===== src/rtl/mole_game_ctrl.sv =====
// Whack-a-mole game controller: random mole selection from a 16-bit LFSR,
// shrinking up-time after each hit, win/lose display when the game ends.
module mole_game_ctrl #(
  parameter int          N_HOLES   = 10,
  parameter int          ROUNDS    = 4,
  parameter int          UP_CYCLES = 1000,
  parameter int          MIN_UP    = 16,
  parameter int          WIN_HITS  = 3,
  parameter bit          SPEEDUP   = 1'b1,
  parameter logic [15:0] SEED      = 16'hACE1
) (
  input  logic               clk,
  input  logic [1:0]         KEY,
  input  logic [N_HOLES-1:0] SW,
  output logic [N_HOLES-1:0] LEDR,
  output logic [2:0]         state,
  output logic [7:0]         times,
  output logic [7:0]         score,
  output logic               win,
  output logic               enable
);

  localparam int IDX_W = $clog2(N_HOLES);

  typedef enum logic [2:0] {
    S_IDLE  = 3'd0,
    S_SPAWN = 3'd1,
    S_UP    = 3'd2,
    S_HIT   = 3'd3,
    S_MISS  = 3'd4,
    S_DONE  = 3'd5
  } state_t;

  state_t             state_q, state_d;
  logic               key_rst;
  logic [1:0]         rst_sync;
  logic               rst_n;
  logic [1:0]         key_sync;
  logic               key_prev;
  logic               press;
  logic [15:0]        lfsr_q;
  logic               lfsr_fb;
  logic [19:0]        up_time_q;
  logic [19:0]        timer_q;
  logic [19:0]        shrunk_time;
  logic [19:0]        next_up_time;
  logic [IDX_W-1:0]   mole_q;
  logic [IDX_W-1:0]   cand;
  logic [IDX_W-1:0]   spawn_idx;
  logic [N_HOLES-1:0] mole_hot;
  logic [7:0]         score_q;
  logic [7:0]         times_q;
  logic [7:0]         times_inc;
  logic               done_win;

  // Reset asserts immediately but is released on a clock edge.
  assign key_rst = KEY[1];
  always_ff @(posedge clk or negedge key_rst) begin
    if (!key_rst) rst_sync <= 2'b00;
    else          rst_sync <= {rst_sync[0], 1'b1};
  end
  assign rst_n = rst_sync[1];

  always_ff @(posedge clk or negedge rst_n) begin
    if (!rst_n) begin
      key_sync <= 2'b11;
      key_prev <= 1'b1;
      lfsr_q   <= SEED;
    end else begin
      key_sync <= {key_sync[0], KEY[0]};
      key_prev <= key_sync[1];
      lfsr_q   <= {lfsr_q[14:0], lfsr_fb};
    end
  end

  assign press   = !key_sync[1] && key_prev;
  assign lfsr_fb = lfsr_q[15] ^ lfsr_q[13] ^ lfsr_q[12] ^ lfsr_q[10];

  // A repeat of the previous hole is bumped to the next hole.
  assign cand = IDX_W'(lfsr_q % 16'(N_HOLES));
  always_comb begin
    spawn_idx = cand;
    if (cand == mole_q)
      spawn_idx = (cand == IDX_W'(N_HOLES - 1)) ? '0 : cand + IDX_W'(1);
  end

  assign mole_hot     = {{(N_HOLES-1){1'b0}}, 1'b1} << mole_q;
  assign shrunk_time  = up_time_q - (up_time_q >> 3);
  assign next_up_time = (shrunk_time < 20'(MIN_UP)) ? 20'(MIN_UP) : shrunk_time;
  assign times_inc    = times_q + 8'd1;
  assign done_win     = (score_q >= 8'(WIN_HITS));

  always_ff @(posedge clk or negedge rst_n) begin
    if (!rst_n) state_q <= S_IDLE;
    else        state_q <= state_d;
  end

  always_comb begin
    state_d = state_q;
    case (state_q)
      S_IDLE:  if (press) state_d = S_SPAWN;
      S_SPAWN: state_d = S_UP;
      S_UP: begin
        if (press)              state_d = (SW == mole_hot) ? S_HIT : S_MISS;
        else if (timer_q == '0) state_d = S_MISS;
      end
      S_HIT, S_MISS: state_d = (times_inc == 8'(ROUNDS)) ? S_DONE : S_SPAWN;
      S_DONE:  if (press) state_d = S_IDLE;
      default: state_d = S_IDLE;
    endcase
  end

  always_ff @(posedge clk or negedge rst_n) begin
    if (!rst_n) begin
      score_q   <= '0;
      times_q   <= '0;
      up_time_q <= 20'(UP_CYCLES);
      timer_q   <= '0;
      mole_q    <= '0;
    end else begin
      case (state_q)
        S_IDLE: begin
          score_q   <= '0;
          times_q   <= '0;
          up_time_q <= 20'(UP_CYCLES);
        end
        S_SPAWN: begin
          mole_q  <= spawn_idx;
          timer_q <= up_time_q;
        end
        S_UP: if (timer_q != '0) timer_q <= timer_q - 20'd1;
        S_HIT: begin
          score_q <= score_q + 8'd1;
          times_q <= times_inc;
          if (SPEEDUP) up_time_q <= next_up_time;
        end
        S_MISS:  times_q <= times_inc;
        default: ;
      endcase
    end
  end

  always_comb begin
    LEDR   = '0;
    win    = 1'b0;
    enable = 1'b0;
    if (state_q == S_UP) begin
      LEDR   = mole_hot;
      enable = 1'b1;
    end else if (state_q == S_DONE) begin
      win  = done_win;
      LEDR = done_win ? '1 : '0;
    end
  end

  assign state = state_q;
  assign times = times_q;
  assign score = score_q;

endmodule


===== config.mk =====
export PLATFORM = sky130hd
export DESIGN_NAME = mole_game_ctrl
export DESIGN_NICKNAME = d
export VERILOG_FILES = /design/src/rtl/mole_game_ctrl.sv
export SDC_FILE = /design/constraint.sdc
export NUM_CORES = 1
export LEC_CHECK = 0
export BUFFER_PORTS_ARGS = -buffer_cell sky130_fd_sc_hd__buf_2
export CAP_MARGIN = 20
export CORE_UTILIZATION = 50
export DETAILED_ROUTE_END_ITERATION = 8
export HOLD_SLACK_MARGIN = 0.03
export PLACE_DENSITY = 0.71
export SYNTH_ARGS = -nofsm -noshare
export SYNTH_HDL_FRONTEND = slang
export SYNTH_SLANG_ARGS = --single-unit

===== constraint.sdc =====
create_clock -name clk -period 3.4 [get_ports clk]
set_clock_uncertainty 0.1 [all_clocks]
set_input_delay 0.17 -clock clk [delete_from_list [all_inputs] [get_ports clk]]
set_output_delay 0.17 -clock clk [all_outputs]
set_load 0.01 [all_outputs]

Word level (Yosys, flattened, before mapping). Index checks and enable logic that the tools add are counted. W data, S select, Z words.

$add $sub $neg: 5. Divide/modulo/power cells: 1. $lt $le $gt $ge: 2. Equality and inequality tests: 13. Shift operators: 1. Mux-type cells: 21. Bitwise operators: 3. Reduce and logical (&&, ||, !) cells: 11.

Operators by type and width (number): $pmux W20 S2 (2); $mux W20 (2); $pmux W8 S2 (2); $mux W10 (3); $logic_not A20 Y1 (1); $lt A20 B5 Y1 const B (1); $reduce_bool A20 Y1 (1); $sub A20 B1 Y20 const B (1); $sub A20 B17 Y20 (1); $mux W3 (6); $add A8 B1 Y8 const B (2); $mod A16 B4 Y16 const B (1); $pmux W3 S5 (1); $eq A10 B10 Y1 (1); $shl A1 B4 Y10 const A (1); $eq A8 B3 Y1 const B (1); $ge A8 B2 Y1 const B (1); $mux W4 (2); $eq A3 B2 Y1 const B (2); $eq A3 B3 Y1 const B (2); $ne A2 B2 Y1 const B (3); $reduce_bool A2 Y1 (3); $add A4 B1 Y4 const B (1); $eq A4 B4 Y1 (1); other kinds (11) (15).

Register bits after elaboration: 84. Bits of input ports: 13. Output and inout bits: 31. Word-level logic and storage cells: 67.

Longest topological paths before layout.
Depth in word-level cells: 5. Gate-level depth with buffers: 22. Mapped depth without buffers: 22.

Least setup slack after synthesis. No wires, ideal clock.

Path kind: register -> register. From: register lfsr_q[13]. To: register mole_q[1]. Setup time: 0.104 ns. Arrival time: 4.959 ns. Required time: 3.196 ns. Path slack: -1.763 ns. Stages on the path, launching flop included: 22. Buffers on the path: 4. Period minus slack after synthesis: 5.163 ns. Cells stage by stage: dfstp_2 buf_2 o21ai_1 a221o_1 or2_1 buf_2 o311a_1 a311oi_2 o2bb2ai_2 and2_1 buf_6 mux2_4 o2111a_1 buf_2 nand4_1 o31ai_1 a211o_1 a2111oi_2 xnor2_1 or2_1 or4_1 o311ai_1.

Cells in the longest elaborated chain, start to end: 4. Elaborated cells on any way between the ends: 6. Those cells by class: add/sub: 1; div: 1; eq/ne: 2; mux: 2.

RTL lines: start: declaration (line 41) `logic [15:0] lfsr_q;`; start signal: assignment (line 72) `lfsr_q <= {lfsr_q[14:0], lfsr_fb};`; $mod A16 B4 Y16 * (line 80) `assign cand = IDX_W'(lfsr_q % 16'(N_HOLES));`; $add A4 B1 Y4 / $eq A4 B4 Y1 (equally long branches) (line 84) `spawn_idx = (cand == IDX_W'(N_HOLES - 1)) ? '0 : cand + IDX_W'(1);`; $mux W4 (line 84); $mux W4 * (line 83) `if (cand == mole_q)`; end signal: assignment (line 128) `mole_q <= spawn_idx;`; end: declaration (line 47) `logic [IDX_W-1:0] mole_q;`.

Every way passes the cells marked *; elsewhere a longest branch is shown, timed or not. A chain may end at the register's enable or synchronous reset.

Worst setup path after layout.
From: register lfsr_q[13]. To: register mole_q[3].

Same word-level chain as after synthesis.

==> metrics.csv <==
stage,metric,value,unit
outcome,outcome,"finished, violations left",
outcome,violations,negative setup slack,
cts,cts_tree,built,
setup_path,critPathArrivalTime,5.45,ns
detailed_routing,drt_wl_total,25430,um
power,cellPowerDensity,699.1,mW/mm^2
detailed_routing,first_iter_violations,971,
setup_path,startpoint_type,flip-flop,
sta,period_needed,5.341,ns
detailed_routing,drt_first_pass_iters,5,
setup_path,max_stage_delay,0.62,ns
yosys,ys_types,99,
placement,io_buffers,43,
yosys,synth_most_common_cell,o21ai_0,
sta,rsz0062_at_grt,yes,
floorplan,fp.dieH,124.7,um
floorplan,initial_core_util,0.5163,
yosys,synth_area,0.007532,mm^2
sta,max-slew-margin-rel,0.4890,
floorplan,core,0.01459,mm^2
yosys,synth_cells,998,
floorplan,num_rows,44,
yosys,synth_edf_count,0,
grt,grt.total_usage,0.3088,
yosys,ys.flop_type,dfrtp_1,
sta,finalCritPeriodShare,1.571,
cts,clk_root_buffer_cell,clkbuf_16,
detailed_routing,drcViolationCount,0,
grt,grt_pass1_vias,8273,
setup_path,crit_path_cell_trace,nor2b_4 > nor2_2 > a221o_1 > mux2i_1 > o32ai_2 > or2_4 > or4_4 > nand2_8 > o32a_1 > o2111a_2 > nand3_1 > buf_4 > mux2i_1 > a211o_1 > buf_4 > a31oi_1 > a211o_1 > buf_4 > buf_4 > a22oi_1 > o31ai_1,
power,peakVddDrop,811.6,uV
cts,insertion_delay,0.34,ns
setup_path,worstPathRequired,3.51,ns
yosys,synthArstFlopShare,1.000,
setup_path,critPathKind,flip-flop to flip-flop,
flow_run,maxCapViolCount,0,
yosys,yosysSeqAreaShare,0.2819,
yosys,yosysTopAreaCell,dfrtp_1,
grt,grt_pass1_wl,40220,um
detailed_routing,via_per_inst,6.287,
cells_and_area,antennaDiodeCount,0,
grt,antenna_found_initial,0,
cts,numCtsBuffers,9,
floorplan,die_x,124.7,um
cells_and_area,drive_above_1_share,0.3726,
setup_path,crit_buf_inv,4,
yosys,yosysWarnings,0,
cts,cts_buffer_depth,2,
sta,tightest_slew,0.7637,ns
power,leakagePower,4.597,nW
cells_and_area,fin_nets,1270,
setup_path,worst-path-max-fanout,7,
cts,htreeDepth,3,
placement,place.gp.congestion,0.9906,
cells_and_area,syn_to_final_growth,41.93,%
cts,path_clk_slew,0.06,ns
cts,cts.sinks,84,
setup_path,crit_top_cell,buf_4,
detailed_routing,final_antenna_net_count,0,
yosys,synthTopCellsByArea,"dfrtp_1 22%, o21ai_0 6.1%, dfstp_2 5.9%, a21oi_1 5.3%, nand2_1 4.5%",
yosys,avgSynthCellArea,7.547,um^2
yosys,synthTopCellsByCount,"92 x o21ai_0, 90 x nand2_1, 87 x nor2_1",
setup_path,path_delay_family,compound AO/OA/AOI/OAI gates,
sta,final-hold-violation-count,0,
placement,dp_cells,1353,
detailed_routing,num_vias,8952,
placement,pre_cts_ws,-1.958,ns
yosys,ys_ff_latch,84,
grt,grt_max_degree,45,
sta,clock.fmax,187.2,MHz
floorplan,dieArea,0.01556,mm^2
sta,slew_violations,0,
sta,setup_viol,14,
floorplan,ioPinCount,44,
yosys,synth_top_area_share,0.2226,
setup_path,slowest_stage,dfstp_2,
setup_path,r2r_setup_slack,-1.94,ns
yosys,synth_fp_nets,1033,
hold_path,min_path_type,input pin to async pin,
placement,dp_hpwl,16320,um
grt,grt_overflow,0,
sta,layout_setup_ws,-1.941,ns
cells_and_area,fin_cells,1424,
detailed_routing,wl_per_cell,17.86,um
setup_path,critPathCaptureType,flip-flop,
## layout make-up
type                    instances  area (um^2)
clock buffers                  12        256.5
clock inverters                 4        47.55
fillers                      1046         3899
inverters                      56        212.7
multi-input cells             791         5677
flip-flops and latches         84         2128
well taps                     184        230.2
repair buffers                293         2138
## worst register-to-register path: stages (launching register included)
cell and delay, ns:
dfstp_2 0.62, nor2b_4 0.22, nor2_2 0.08, a221o_1 0.42
mux2i_1 0.22, o32ai_2 0.16, or2_4 0.28, or4_4 0.54
nand2_8 0.12, o32a_1 0.22, o2111a_2 0.34, nand3_1 0.19
buf_4 0.19, mux2i_1 0.16, a211o_1 0.22, buf_4 0.14
a31oi_1 0.03, a211o_1 0.38, buf_4 0.17, buf_4 0.12
a22oi_1 0.18, o31ai_1 0.11
## layout by cell type (no fill, tap or decap), drive strengths merged, types with 12 or more instances in the layout
cell type and count:
nand3 47, o22ai 15, dfrtp 67, nor2 88
a21oi 80, a31oi 16, nor2b 13, dfstp 17
nand2 93, buf 291, inv 54, o21ai 96
or3 18, o31ai 12, a211oi 20, xnor2 26
ha 21, clkbuf 12, nor3 38
## what timing repair did
action / in CTS / in global routing
endpoints found under the hold margin: 3 / 0
gates resized for setup: 69 / 68
endpoints found under the setup margin: 16 / 16
pin swaps: 45 / 30
buffers inserted: 43 / 13
cloned: 1 / 0
hold buffers: 2 / 0
## state kept, by name, indices dropped and copies added (netlist names)
name / cells
lfsr_q: 16
up_time_q: 20
mole_q: 4
rst_sync: 2
key_sync: 2
key_prev: 1
times: 8
state: 3
score: 8
timer_q: 20
## stage by stage
stage                     cell area (um^2)  total power, mW  hold slack, ns  utilization  TNS [ns]
after global routing                 10690            7.876         0.03061       0.7328    -16.44
after CTS                            10270            6.613         0.03069       0.7042    -11.79
final                                10690            7.473         0.03431       0.7328    -13.64
after floorplan                       7709            3.567         -0.2256            -    -8.734
after detailed placement              9326            5.019         -0.1430       0.6393    -14.54
after global placement                9326            4.921         -0.1446       0.6393    -13.76
## kinds of logic after synthesis
group                      Yosys count  share of synthesized area
and+or+nand+nor                    364                     0.2351
muxes                                7                    0.01030
other                                1                  0.0004979
AOI/OAI and AO/OA                  365                     0.3326
buffers and inverters              124                    0.06611
adders and majority gates           22                    0.03754
xor gates and xnor gates            31                    0.03605
DFF                                 84                     0.2819
## power by group
group / switching, mW / internal, mW
Combinational: 2.48 / 2.42
Sequential: 0.309 / 1.24
Clock: 0.407 / 0.607
Total: 3.20 / 4.28
## layer usage
layer / share of wire / track usage / vias to the layer above
met5: 0 / 0 / -
met4: 0.026 / 0.1056 / 0
met3: 0.062 / 0.04768 / 71
met2: 0.47 / 0.4891 / 375
met1: 0.44 / 0.4275 / 4267
li1: - / - / 4239
## path summary, 6_finish.rpt
check                             from             to  cells after the start
max                         lfsr_q[13]      mole_q[3]                     21
min reg2reg                rst_sync[1]  up_time_q[14]                      0
min in group clk           rst_sync[0]    rst_sync[1]                      0
max in group asynchronous  rst_sync[1]    key_sync[0]                      1
min                             KEY[1]    rst_sync[1]                      2
max reg2reg                 lfsr_q[13]      mole_q[3]                     21
No activity file was read; power rests on OpenSTA's default activity.
